`config.mk`:
```
export PLATFORM = sky130hd
export DESIGN_NAME = sm3_cf_core
export DESIGN_NICKNAME = d
export VERILOG_FILES = /design/src/rtl/sm3_pkg.sv /design/src/rtl/sm3_round.sv /design/src/rtl/sm3_cf_core.sv
export SDC_FILE = /design/constraint.sdc
export NUM_CORES = 2
export LEC_CHECK = 0
export BUFFER_PORTS_ARGS = -buffer_cell sky130_fd_sc_hd__buf_4
export CORE_UTILIZATION = 30
export DETAILED_ROUTE_END_ITERATION = 8
export GPL_ROUTABILITY_DRIVEN = 0
export HOLD_SLACK_MARGIN = 0.06
export PLACE_DENSITY = 0.54
export SYNTH_ARGS = -nofsm -noshare
export SYNTH_HDL_FRONTEND = slang
export SYNTH_SLANG_ARGS = --single-unit
```
`constraint.sdc`:
```
create_clock -name clk -period 20.7 [get_ports clk]
set_input_delay 4.14 -clock clk [delete_from_list [all_inputs] [get_ports clk]]
set_output_delay 4.14 -clock clk [all_outputs]
set_load 0.01 [all_outputs]
```
`src/rtl/sm3_pkg.sv`:
```
// Shared SM3 constants, word-level helper functions and datapath types
// for the iterative compression-function core.
package sm3_pkg;

    localparam int unsigned WORD_W  = 32;
    localparam int unsigned HASH_W  = 256;
    localparam int unsigned BLOCK_W = 512;
    localparam int unsigned WIN_N   = 16;
    localparam int unsigned ROUNDS  = 64;
    localparam int unsigned J_W     = 6;

    localparam logic [HASH_W-1:0] SM3_IV =
        256'h7380166f_4914b2b9_172442d7_da8a0600_a96f30bc_163138aa_e38dee4d_b0fb0e4e;

    localparam logic [WORD_W-1:0] T_LO = 32'h79cc4519;
    localparam logic [WORD_W-1:0] T_HI = 32'h7a879d8a;

    typedef enum logic [1:0] {
        IDLE = 2'd0,
        RUN  = 2'd1,
        DONE = 2'd2
    } state_t;

    // Working variables; A sits in the MSBs so the struct lines up with iv/hash_out
    typedef struct packed {
        logic [WORD_W-1:0] a;
        logic [WORD_W-1:0] b;
        logic [WORD_W-1:0] c;
        logic [WORD_W-1:0] d;
        logic [WORD_W-1:0] e;
        logic [WORD_W-1:0] f;
        logic [WORD_W-1:0] g;
        logic [WORD_W-1:0] h;
    } sm3_regs_t;

    // Message window: element i holds W(j+i) for the current round j
    typedef logic [WIN_N-1:0][WORD_W-1:0] sm3_win_t;

    function automatic logic [WORD_W-1:0] rol32(input logic [WORD_W-1:0] x,
                                                input logic [4:0]        n);
        logic [2*WORD_W-1:0] t;
        t = {x, x} << n;
        return t[2*WORD_W-1:WORD_W];
    endfunction

    function automatic logic [WORD_W-1:0] p0(input logic [WORD_W-1:0] x);
        return x ^ rol32(x, 5'd9) ^ rol32(x, 5'd17);
    endfunction

    function automatic logic [WORD_W-1:0] p1(input logic [WORD_W-1:0] x);
        return x ^ rol32(x, 5'd15) ^ rol32(x, 5'd23);
    endfunction

    function automatic logic [WORD_W-1:0] ff(input logic              hi,
                                             input logic [WORD_W-1:0] x,
                                             input logic [WORD_W-1:0] y,
                                             input logic [WORD_W-1:0] z);
        return hi ? ((x & y) | (x & z) | (y & z)) : (x ^ y ^ z);
    endfunction

    function automatic logic [WORD_W-1:0] gg(input logic              hi,
                                             input logic [WORD_W-1:0] x,
                                             input logic [WORD_W-1:0] y,
                                             input logic [WORD_W-1:0] z);
        return hi ? ((x & y) | (~x & z)) : (x ^ y ^ z);
    endfunction

    // Big-endian block word 0 lands in window slot 0
    function automatic sm3_win_t load_win(input logic [BLOCK_W-1:0] blk);
        sm3_win_t w;
        w = {<<WORD_W{blk}};
        return w;
    endfunction

endpackage

```
`src/rtl/sm3_round.sv`:
```
// One combinational SM3 round plus one step of the on-the-fly message
// expansion window.
module sm3_round
    import sm3_pkg::*;
(
    input  sm3_regs_t        regs_in,
    input  sm3_win_t         win_in,
    input  logic [J_W-1:0]   j,
    output sm3_regs_t        regs_nxt_c,
    output sm3_win_t         win_nxt_c
);

    logic              hi;
    logic [WORD_W-1:0] tj;
    logic [WORD_W-1:0] a12;
    logic [WORD_W-1:0] ss1;
    logic [WORD_W-1:0] ss2;
    logic [WORD_W-1:0] tt1;
    logic [WORD_W-1:0] tt2;
    logic [WORD_W-1:0] w_j;
    logic [WORD_W-1:0] w_p;
    logic [WORD_W-1:0] w_new;

    always_comb begin
        hi  = (j >= J_W'(16));
        tj  = hi ? T_HI : T_LO;
        a12 = rol32(regs_in.a, 5'd12);
        ss1 = rol32(a12 + regs_in.e + rol32(tj, j[4:0]), 5'd7);
        ss2 = ss1 ^ a12;

        w_j = win_in[0];
        w_p = win_in[0] ^ win_in[4];
        tt1 = ff(hi, regs_in.a, regs_in.b, regs_in.c) + regs_in.d + ss2 + w_p;
        tt2 = gg(hi, regs_in.e, regs_in.f, regs_in.g) + regs_in.h + ss1 + w_j;

        regs_nxt_c.a = tt1;
        regs_nxt_c.b = regs_in.a;
        regs_nxt_c.c = rol32(regs_in.b, 5'd9);
        regs_nxt_c.d = regs_in.c;
        regs_nxt_c.e = p0(tt2);
        regs_nxt_c.f = regs_in.e;
        regs_nxt_c.g = rol32(regs_in.f, 5'd19);
        regs_nxt_c.h = regs_in.g;
    end

    // W(j+16) enters at the top as W(j) drops out of the bottom
    always_comb begin
        w_new = p1(win_in[0] ^ win_in[7] ^ rol32(win_in[13], 5'd15))
              ^ rol32(win_in[3], 5'd7) ^ win_in[10];
        win_nxt_c = {w_new, win_in[WIN_N-1:1]};
    end

endmodule

```
`src/rtl/sm3_cf_core.sv`:
```
// Iterative SM3 compression function: V(i+1) = CF(V(i), B(i)) with a
// start/done handshake, RPC rounds per clock.
module sm3_cf_core
    import sm3_pkg::*;
#(
    parameter int unsigned RPC = 1
)
(
    input  logic               clk,
    input  logic               reset,
    input  logic               start,
    input  logic [HASH_W-1:0]  iv,
    input  logic [BLOCK_W-1:0] block,
    output logic [HASH_W-1:0]  hash_out,
    output logic               done,
    output logic               busy
);

    localparam logic [J_W-1:0] J_LAST = J_W'(ROUNDS - RPC);
    localparam logic [J_W-1:0] J_STEP = J_W'(RPC);

    if (RPC != 1 && RPC != 2 && RPC != 4) begin : g_bad_rpc
        $error("sm3_cf_core: RPC must be 1, 2 or 4");
    end

    state_t            state_q;
    state_t            state_d;
    logic              load;
    logic              step;
    logic              finish;

    logic [HASH_W-1:0] v_q;
    sm3_regs_t         regs_q;
    sm3_win_t          win_q;
    logic [J_W-1:0]    j_q;

    sm3_regs_t         rnd_regs [RPC];
    sm3_win_t          rnd_win  [RPC];
    sm3_regs_t         regs_last;
    sm3_win_t          win_last;

    // Unrolled round chain: stage k works on round j_q+k
    for (genvar k = 0; k < RPC; k++) begin : g_rnd
        sm3_regs_t r_in;
        sm3_win_t  w_in;
        if (k == 0) begin : g_first
            assign r_in = regs_q;
            assign w_in = win_q;
        end else begin : g_next
            assign r_in = rnd_regs[k-1];
            assign w_in = rnd_win[k-1];
        end
        sm3_round u_round (
            .regs_in    (r_in),
            .win_in     (w_in),
            .j          (j_q + J_W'(k)),
            .regs_nxt_c (rnd_regs[k]),
            .win_nxt_c  (rnd_win[k])
        );
    end

    assign regs_last = rnd_regs[RPC-1];
    assign win_last  = rnd_win[RPC-1];

    always_ff @(posedge clk or negedge reset) begin
        if (!reset) begin
            state_q <= IDLE;
        end else begin
            state_q <= state_d;
        end
    end

    // Next state and datapath strobes; start only matters in IDLE
    always_comb begin
        state_d = state_q;
        load    = 1'b0;
        step    = 1'b0;
        finish  = 1'b0;
        unique case (state_q)
            IDLE: begin
                if (start) begin
                    load    = 1'b1;
                    state_d = RUN;
                end
            end
            RUN: begin
                step = 1'b1;
                if (j_q == J_LAST) begin
                    finish  = 1'b1;
                    state_d = DONE;
                end
            end
            DONE: begin
                state_d = IDLE;
            end
            default: begin
                state_d = IDLE;
            end
        endcase
    end

    // Working registers, round counter and result
    always_ff @(posedge clk or negedge reset) begin
        if (!reset) begin
            v_q      <= '0;
            regs_q   <= '0;
            win_q    <= '0;
            j_q      <= '0;
            hash_out <= '0;
        end else begin
            if (load) begin
                v_q    <= iv;
                regs_q <= sm3_regs_t'(iv);
                win_q  <= load_win(block);
                j_q    <= '0;
            end else if (step) begin
                regs_q <= regs_last;
                win_q  <= win_last;
                j_q    <= finish ? '0 : j_q + J_STEP;
            end
            if (finish) begin
                hash_out <= v_q ^ HASH_W'(regs_last);
            end
        end
    end

    // Status flags follow the next state so they are valid with it
    always_ff @(posedge clk or negedge reset) begin
        if (!reset) begin
            done <= 1'b0;
            busy <= 1'b0;
        end else begin
            done <= (state_d == DONE);
            busy <= (state_d != IDLE);
        end
    end

endmodule
```
Word level (Yosys, flattened, before mapping)
Cells that the tools add are included.
{"block": "word_totals", "regBits": 1290, "latch_bits": 0, "ramBits": 0, "rom_bits": 0, "in_bits": 771, "output_inout_bits": 258, "word_cells": 89, "mem_count": 0}
{"block": "op_classes", "add_sub_neg": 9, "mul": 0, "div": 0, "n_lt_le_gt_ge": 1, "n_eq_ne": 3, "shifts": 1, "n_mux": 18, "bitwise_logic": 24, "n_reduce_logical": 3}
{"operator": "$mux W512", "count": 2}
{"operator": "$mux W256", "count": 2}
{"operator": "$xor A32 B32 Y32", "count": 14}
{"operator": "$add A32 B32 Y32", "count": 8}
{"operator": "$xor A256 B256 Y256", "count": 1}
{"operator": "$and A32 B32 Y32", "count": 5}
{"operator": "$or A32 B32 Y32", "count": 3}
{"operator": "$mux W32", "count": 2}
{"operator": "$shl A64 B5 Y64", "count": 1}
{"operator": "$not A32 Y32", "count": 1}
{"operator": "$mux W26", "count": 1}
{"operator": "$mux W6", "count": 3}
{"operator": "$add A6 B1 Y6 const B", "count": 1}
{"operator": "$eq A6 B6 Y1 const B", "count": 1}
{"operator": "$ge A6 B5 Y1 const B", "count": 1}
{"operator": "$mux W1", "count": 5}
{"operator": "$mux W2", "count": 2}
{"operator": "$pmux W2 S2", "count": 1}
{"operator": "$reduce_bool A2 Y1", "count": 2}
{"operator": "$eq A2 B1 Y1 const B", "count": 1}
{"operator": "$eq A2 B2 Y1 const B", "count": 1}
{"operator": "$logic_not A2 Y1", "count": 1}

Longest topological paths before layout
{"block": "logic_depth", "ltp_word": 11, "ltp_mapped": 41, "mapped_depth_nobuf": 36}

Hierarchy
From an unflattened synthesis, not the netlist that was laid out.
{"block": "unflattened", "cells_unflattened": 7727, "hier_area_um2": 74037.3}
{"mod": "sm3_cf_core", "n_inst": 1, "cells_each": 5204, "area_each_um2": 54214.5, "seq_area_each_um2": 32281.0}
{"mod": "sm3_round", "n_inst": 1, "cells_each": 2523, "area_each_um2": 19822.8, "seq_area_each_um2": 0.0}

Least setup slack after synthesis
No wires, ideal clock.
{"block": "synth_path", "path_type": "register to register", "start": "register j_q[4]", "end": "register regs_q (netlist bit g_rnd[0].r_in[126])", "setup_ns": 0.127, "t_arrival_ns": 8.816, "required_time_ns": 20.573, "setup_slack_ns": 11.757, "stages_incl_launch_ff": 40, "n_path_buf": 5, "synth_period_minus_slack_ns": 8.943, "cell_sequence": "dfrtp_1 -> buf_2 -> nor2_1 -> inv_1 -> clkbuf_1 -> clkbuf_1 -> clkbuf_1 -> buf_1 -> ha_1 -> nor2_1 -> a21oi_1 -> o22a_1 -> mux2i_1 -> mux2i_1 -> fa_1 -> inv_1 -> ha_1 -> fa_1 -> [4 not listed] -> o21ai_0 -> o311a_1 -> o2111ai_1 -> a31oi_1 -> nor2_1 -> xor2_1 -> fa_1 -> ha_1 -> a21o_1 -> or3_4 -> o21a_1 -> and3_1 -> o41ai_2 -> xnor2_1 -> xnor3_1 -> xor2_1 -> a222oi_1 -> inv_1"}
{"block": "synth_via", "elab_chain_cells": 10, "elab_cells_between_ends": 12, "classes_between": "add/sub (4); order compare (1); shift (1); mux (4); bitwise (2)"}
{"item": "from (decl)", "line_no": "sm3_cf_core.sv:35", "text": "logic [J_W-1:0] j_q;"}
{"item": "from (signal assigned)", "line_no": "sm3_cf_core.sv:119", "text": "j_q <= finish ? '0 : j_q + J_STEP;"}
{"item": "$ge A6 B5 Y1", "line_no": "sm3_round.sv:25", "text": "hi = (j >= J_W'(16));"}
{"item": "$mux W26", "line_no": "sm3_round.sv:26", "text": "tj = hi ? T_HI : T_LO;"}
{"item": "$shl A64 B5 Y64", "line_no": "sm3_pkg.sv:42", "text": "t = {x, x} << n;"}
{"item": "$add A32 B32 Y32", "line_no": "sm3_round.sv:28", "text": "ss1 = rol32(a12 + regs_in.e + rol32(tj, j[4:0]), 5'd7);"}
{"item": "$add A32 B32 Y32 (*) (2 in a row)", "line_no": "sm3_round.sv:34", "text": "tt2 = gg(hi, regs_in.e, regs_in.f, regs_in.g) + regs_in.h + ss1 + w_j;"}
{"item": "$xor A32 B32 Y32", "line_no": "sm3_pkg.sv:47", "text": "return x ^ rol32(x, 5'd9) ^ rol32(x, 5'd17);"}
{"item": "$xor A32 B32 Y32 (*)", "line_no": "sm3_pkg.sv:47"}
{"item": "$mux W256 (*)", "line_no": "sm3_cf_core.sv:116", "text": "end else if (step) begin"}
{"item": "$mux W256 (*)", "line_no": "sm3_cf_core.sv:111", "text": "if (load) begin"}
{"item": "to (signal assigned)", "line_no": "sm3_cf_core.sv:113", "text": "regs_q <= sm3_regs_t'(iv);"}
{"item": "to (signal assigned)", "line_no": "sm3_cf_core.sv:117", "text": "regs_q <= regs_last;"}
{"item": "to (decl)", "line_no": "sm3_cf_core.sv:33", "text": "sm3_regs_t regs_q;"}
Mark *: on every way between the ends. The rest lies on a longest branch, timed or not. The select of a mux whose other input is x is not followed.
A chain may end at the register's enable or synchronous reset.

Worst setup path after layout
{"block": "layout_path", "start": "register j_q[4]", "end": "register regs_q (netlist bit g_rnd[0].r_in[255])"}
{"block": "layout_via", "elab_chain_cells": 9, "elab_cells_between_ends": 11, "classes_between": "add/sub (4); order compare (1); shift (1); mux (4); bitwise (1)"}
{"item": "$ge A6 B5 Y1", "line_no": "sm3_round.sv:25"}
{"item": "$mux W26", "line_no": "sm3_round.sv:26"}
{"item": "$shl A64 B5 Y64", "line_no": "sm3_pkg.sv:42"}
{"item": "$add A32 B32 Y32", "line_no": "sm3_round.sv:28"}
{"item": "$xor A32 B32 Y32", "line_no": "sm3_round.sv:29", "text": "ss2 = ss1 ^ a12;"}
{"item": "$add A32 B32 Y32 (*) (2 in a row)", "line_no": "sm3_round.sv:33", "text": "tt1 = ff(hi, regs_in.a, regs_in.b, regs_in.c) + regs_in.d + ss2 + w_p;"}
{"item": "$mux W256 (*)", "line_no": "sm3_cf_core.sv:116"}
{"item": "$mux W256 (*)", "line_no": "sm3_cf_core.sv:111"}
Marks and branches as above.

==> flow_summary.ini <==
[grt]
via_count_of_the_first_global_routing_pass = 59860
groute.usage.overall_pct = 28.56
grt_overflow_total = 0
grt_max_degree = 257
wire_length_of_the_first_global_routing_pass_um = 465000
antenna_found_initial = 65

[synth]
synth_enable_flop_cells = 0
synth_flop_cell = sky130_fd_sc_hd__dfrtp_1
syn_avg_cell_area_um2 = 9.053
synth.largest_area_cell = sky130_fd_sc_hd__dfrtp_1
synth_top_area_share_pct = 46.71
mappedNetlistNets = 8692
async_reset_ff_share_pct = 100.0
synth_sequential_area_ratio_pct = 46.71
synth_cells = 7634
synthesis.yosys.warnings = 0
synth_top_cells_by_area = sky130_fd_sc_hd__dfrtp_1 (47%), sky130_fd_sc_hd__nand2_1 (11%), sky130_fd_sc_hd__xnor2_1 (6.0%)
yosysUniqueCellTypes = 88
yosys_register_bits = 1290
mappedNetlistArea_um2 = 69110

[clock_tree]
clock_network_latency_to_the_later_pin_of_the_worst_skew_pair_ns = 0.85
tritoncts_num_sinks = 1290
cts_resized = 0
cts_hold_repair.buffers = 0
postCtsSetupBuffers = 0
clock_buffers_created_by_tritoncts = 155
htree_levels = 4
clk_pin_slew_worst_paths_ns = 0.07
clock-root-buffer = sky130_fd_sc_hd__clkbuf_16
tritoncts_clock_tree = built
ctsLongestPathBuffers = 3

[floorplan]
io_count = 1029
design.die.area_um2 = 232300
initial_utilization_pct = 30.29
fp-row-count = 175
die_h_um = 482.0
die_width_um = 482.0
floorplan_core_area_um2 = 228200

[timing]
setup_total_negative_slack_ns = 0
layout_min_cycle_time_ns = 10.79
timing_worst_slew_pin_value_ns = 1.487
report.final.hold_viol_count = 0
min_period_over_period_pct = 52.14
setup_viol = 0
fmax_mhz = 92.66
rsz0062_at_grt = false
post-route-worst-setup-slack_ns = 9.908
final-max-slew-violation-count = 0
final_worst_clock_skew_ns = 0.04271
slew-limit-headroom_pct = 0.8863

[finish]
drive_above_1_share_pct = 17.17
postLayoutCellArea_um2 = 84900
syn2layout_area_growth_pct = 22.86
most-common-layout-cells = sky130_fd_sc_hd__nand2_1 (2065), sky130_fd_sc_hd__dfrtp_1 (1288), sky130_fd_sc_hd__buf_4 (1107)
final_common_cell = sky130_fd_sc_hd__nand2_1
design.final.nets = 9440
num-fill-cells = 23330

[place]
hpwl_um = 262500
portBuffers = 1028
place_worst_setup_slack_ns = 10.13
postPlaceCellArea_um2 = 79460

[critical_path]
timing.reg2reg.setup_slack_ns = 9.91
timing.reg2reg.worst_path_depth = 38
r2r-end = g_rnd[0].r_in[255]$_DFFE_PN0P_
timing.critical_path.required_ns = 21.42
slowest_delay_ns = 0.68
path_class = reg -> reg
crit-reg2reg-launch = j_q[4]$_DFFE_PN0P_
endpoint_kind = register
cp-start-kind = register
critical-path-slowest-cell = sky130_fd_sc_hd__buf_4
worstPathArrival_ns = 11.52
critical_path.max_fanout = 75

[detailed_routing]
drc = 1
wl_um = 339800
vias = 61520
antenna_violating_nets_post_route = 0
drt_pass1_iterations = 9
detail_route.iter0.violations = 6449
vias_per_cell = 5.327
wire_per_inst_um = 29.42

[status]
run_status = finished with violations
failed_checks = DRC

[worst_hold_path]
min_delay_worst_endpoint = g_rnd[0].w_in[282]$_DFFE_PN0P_
hold_path_depth = 2
hold_path_start = g_rnd[0].w_in[282]$_DFFE_PN0P_
worstHoldPathType = reg -> reg

[flow_run]
timing.max_cap.violations = 0
[registers in the layout (all words and copies together) (netlist names)]
| name | cells |
|---|---|
| busy | 1 |
| done | 1 |
| g_rnd.r_in | 256 |
| g_rnd.w_in | 512 |
| hash_out | 256 |
| j_q | 6 |
| state_q | 2 |
| v_q | 256 |
[cell usage after synthesis, types with 42 or more instances]
cell	n
sky130_fd_sc_hd__nand3_1	56
sky130_fd_sc_hd__a31oi_1	272
sky130_fd_sc_hd__fa_1	188
sky130_fd_sc_hd__a21oi_1	153
sky130_fd_sc_hd__o21ai_0	800
sky130_fd_sc_hd__mux2_2	44
sky130_fd_sc_hd__inv_1	231
sky130_fd_sc_hd__ha_1	99
sky130_fd_sc_hd__a22oi_1	436
sky130_fd_sc_hd__clkbuf_1	488
sky130_fd_sc_hd__dfrtp_1	1290
sky130_fd_sc_hd__xnor2_1	472
sky130_fd_sc_hd__nand2_1	2065
sky130_fd_sc_hd__nor2_1	359
sky130_fd_sc_hd__xor2_1	183
sky130_fd_sc_hd__nor3_1	42
sky130_fd_sc_hd__o22ai_1	106
[routing by layer]
metal | GRT usage [%] | part of all wire (%) | up-vias
li1 | - | - | 27280
met1 | 34.95 | 38 | 30500
met2 | 44.80 | 46 | 3009
met3 | 6.171 | 7.9 | 711
met4 | 20.02 | 7.8 | 22
met5 | 0 | 0.046 | -
[cell families (layout without fill, tap and decap cells)]
logic type | count (synthesis) | in the layout | synth area share (%)
buf+inv | 760 | 1629 | 4.168
simple gates | 2606 | 2606 | 14.69
compound gates | 1954 | 1954 | 17.40
fa+ha+maj | 287 | 287 | 7.238
mux | 67 | 67 | 1.068
xor+xnor | 670 | 670 | 8.721
other cells | 0 | 37 | 0
flops | 1290 | 1290 | 46.71
[layout make-up]
| class | count | area [µm²] | area share, % |
|---|---|---|---|
| tap | 3009 | 3765 | 4.434 |
| antenna | 37 | 92.59 | 0.1091 |
| clock buffer | 218 | 4427 | 5.214 |
| timing repair buffer | 1118 | 8538 | 10.06 |
| clock inverter | 60 | 920.9 | 1.085 |
| multi-input combinational | 5584 | 33990 | 40.03 |
| inverter | 233 | 884.6 | 1.042 |
| sequential | 1290 | 32290 | 38.03 |
[worst max-delay path, delay by kind of cell, from the launching register on]
family          cells  cell delay [ns]
simple gates        6             1.12
fa+ha+maj           6             2.62
flops               1             0.33
mux                 2             0.33
buf+inv             7             2.07
xor+xnor            3             0.65
compound gates     14             3.43
[stage by stage]
stage / util [%] / cells / hold slack, ns
after global placement: 34.83 / 11230 / 0.4607
after global routing: 37.20 / 11540 / 0.4959
after detailed placement: 34.83 / 11230 / 0.4703
after CTS: 37.17 / 11510 / 0.4826
final: 37.21 / 11550 / 0.4792
after floorplan: - / 7634 / 0.4476
[worst max-delay path by stage]
stage                             startpoint                              to  slack (ns)  cells after the start
after global routing      j_q[4]$_DFFE_PN0P_  g_rnd[0].r_in[255]$_DFFE_PN0P_        9.03                     39
after global placement    j_q[4]$_DFFE_PN0P_  g_rnd[0].r_in[255]$_DFFE_PN0P_       10.21                     39
after detailed placement  j_q[4]$_DFFE_PN0P_  g_rnd[0].r_in[255]$_DFFE_PN0P_       10.13                     38
after CTS                 j_q[4]$_DFFE_PN0P_  g_rnd[0].r_in[255]$_DFFE_PN0P_       10.07                     38
final                     j_q[4]$_DFFE_PN0P_  g_rnd[0].r_in[255]$_DFFE_PN0P_        9.91                     38
after floorplan           j_q[4]$_DFFE_PN0P_  g_rnd[0].r_in[126]$_DFFE_PN0P_       11.76                     39
Power is left out: the tool's default activity adds up to more than one toggle a clock period on the data nets, which glitch-free logic cannot reach.
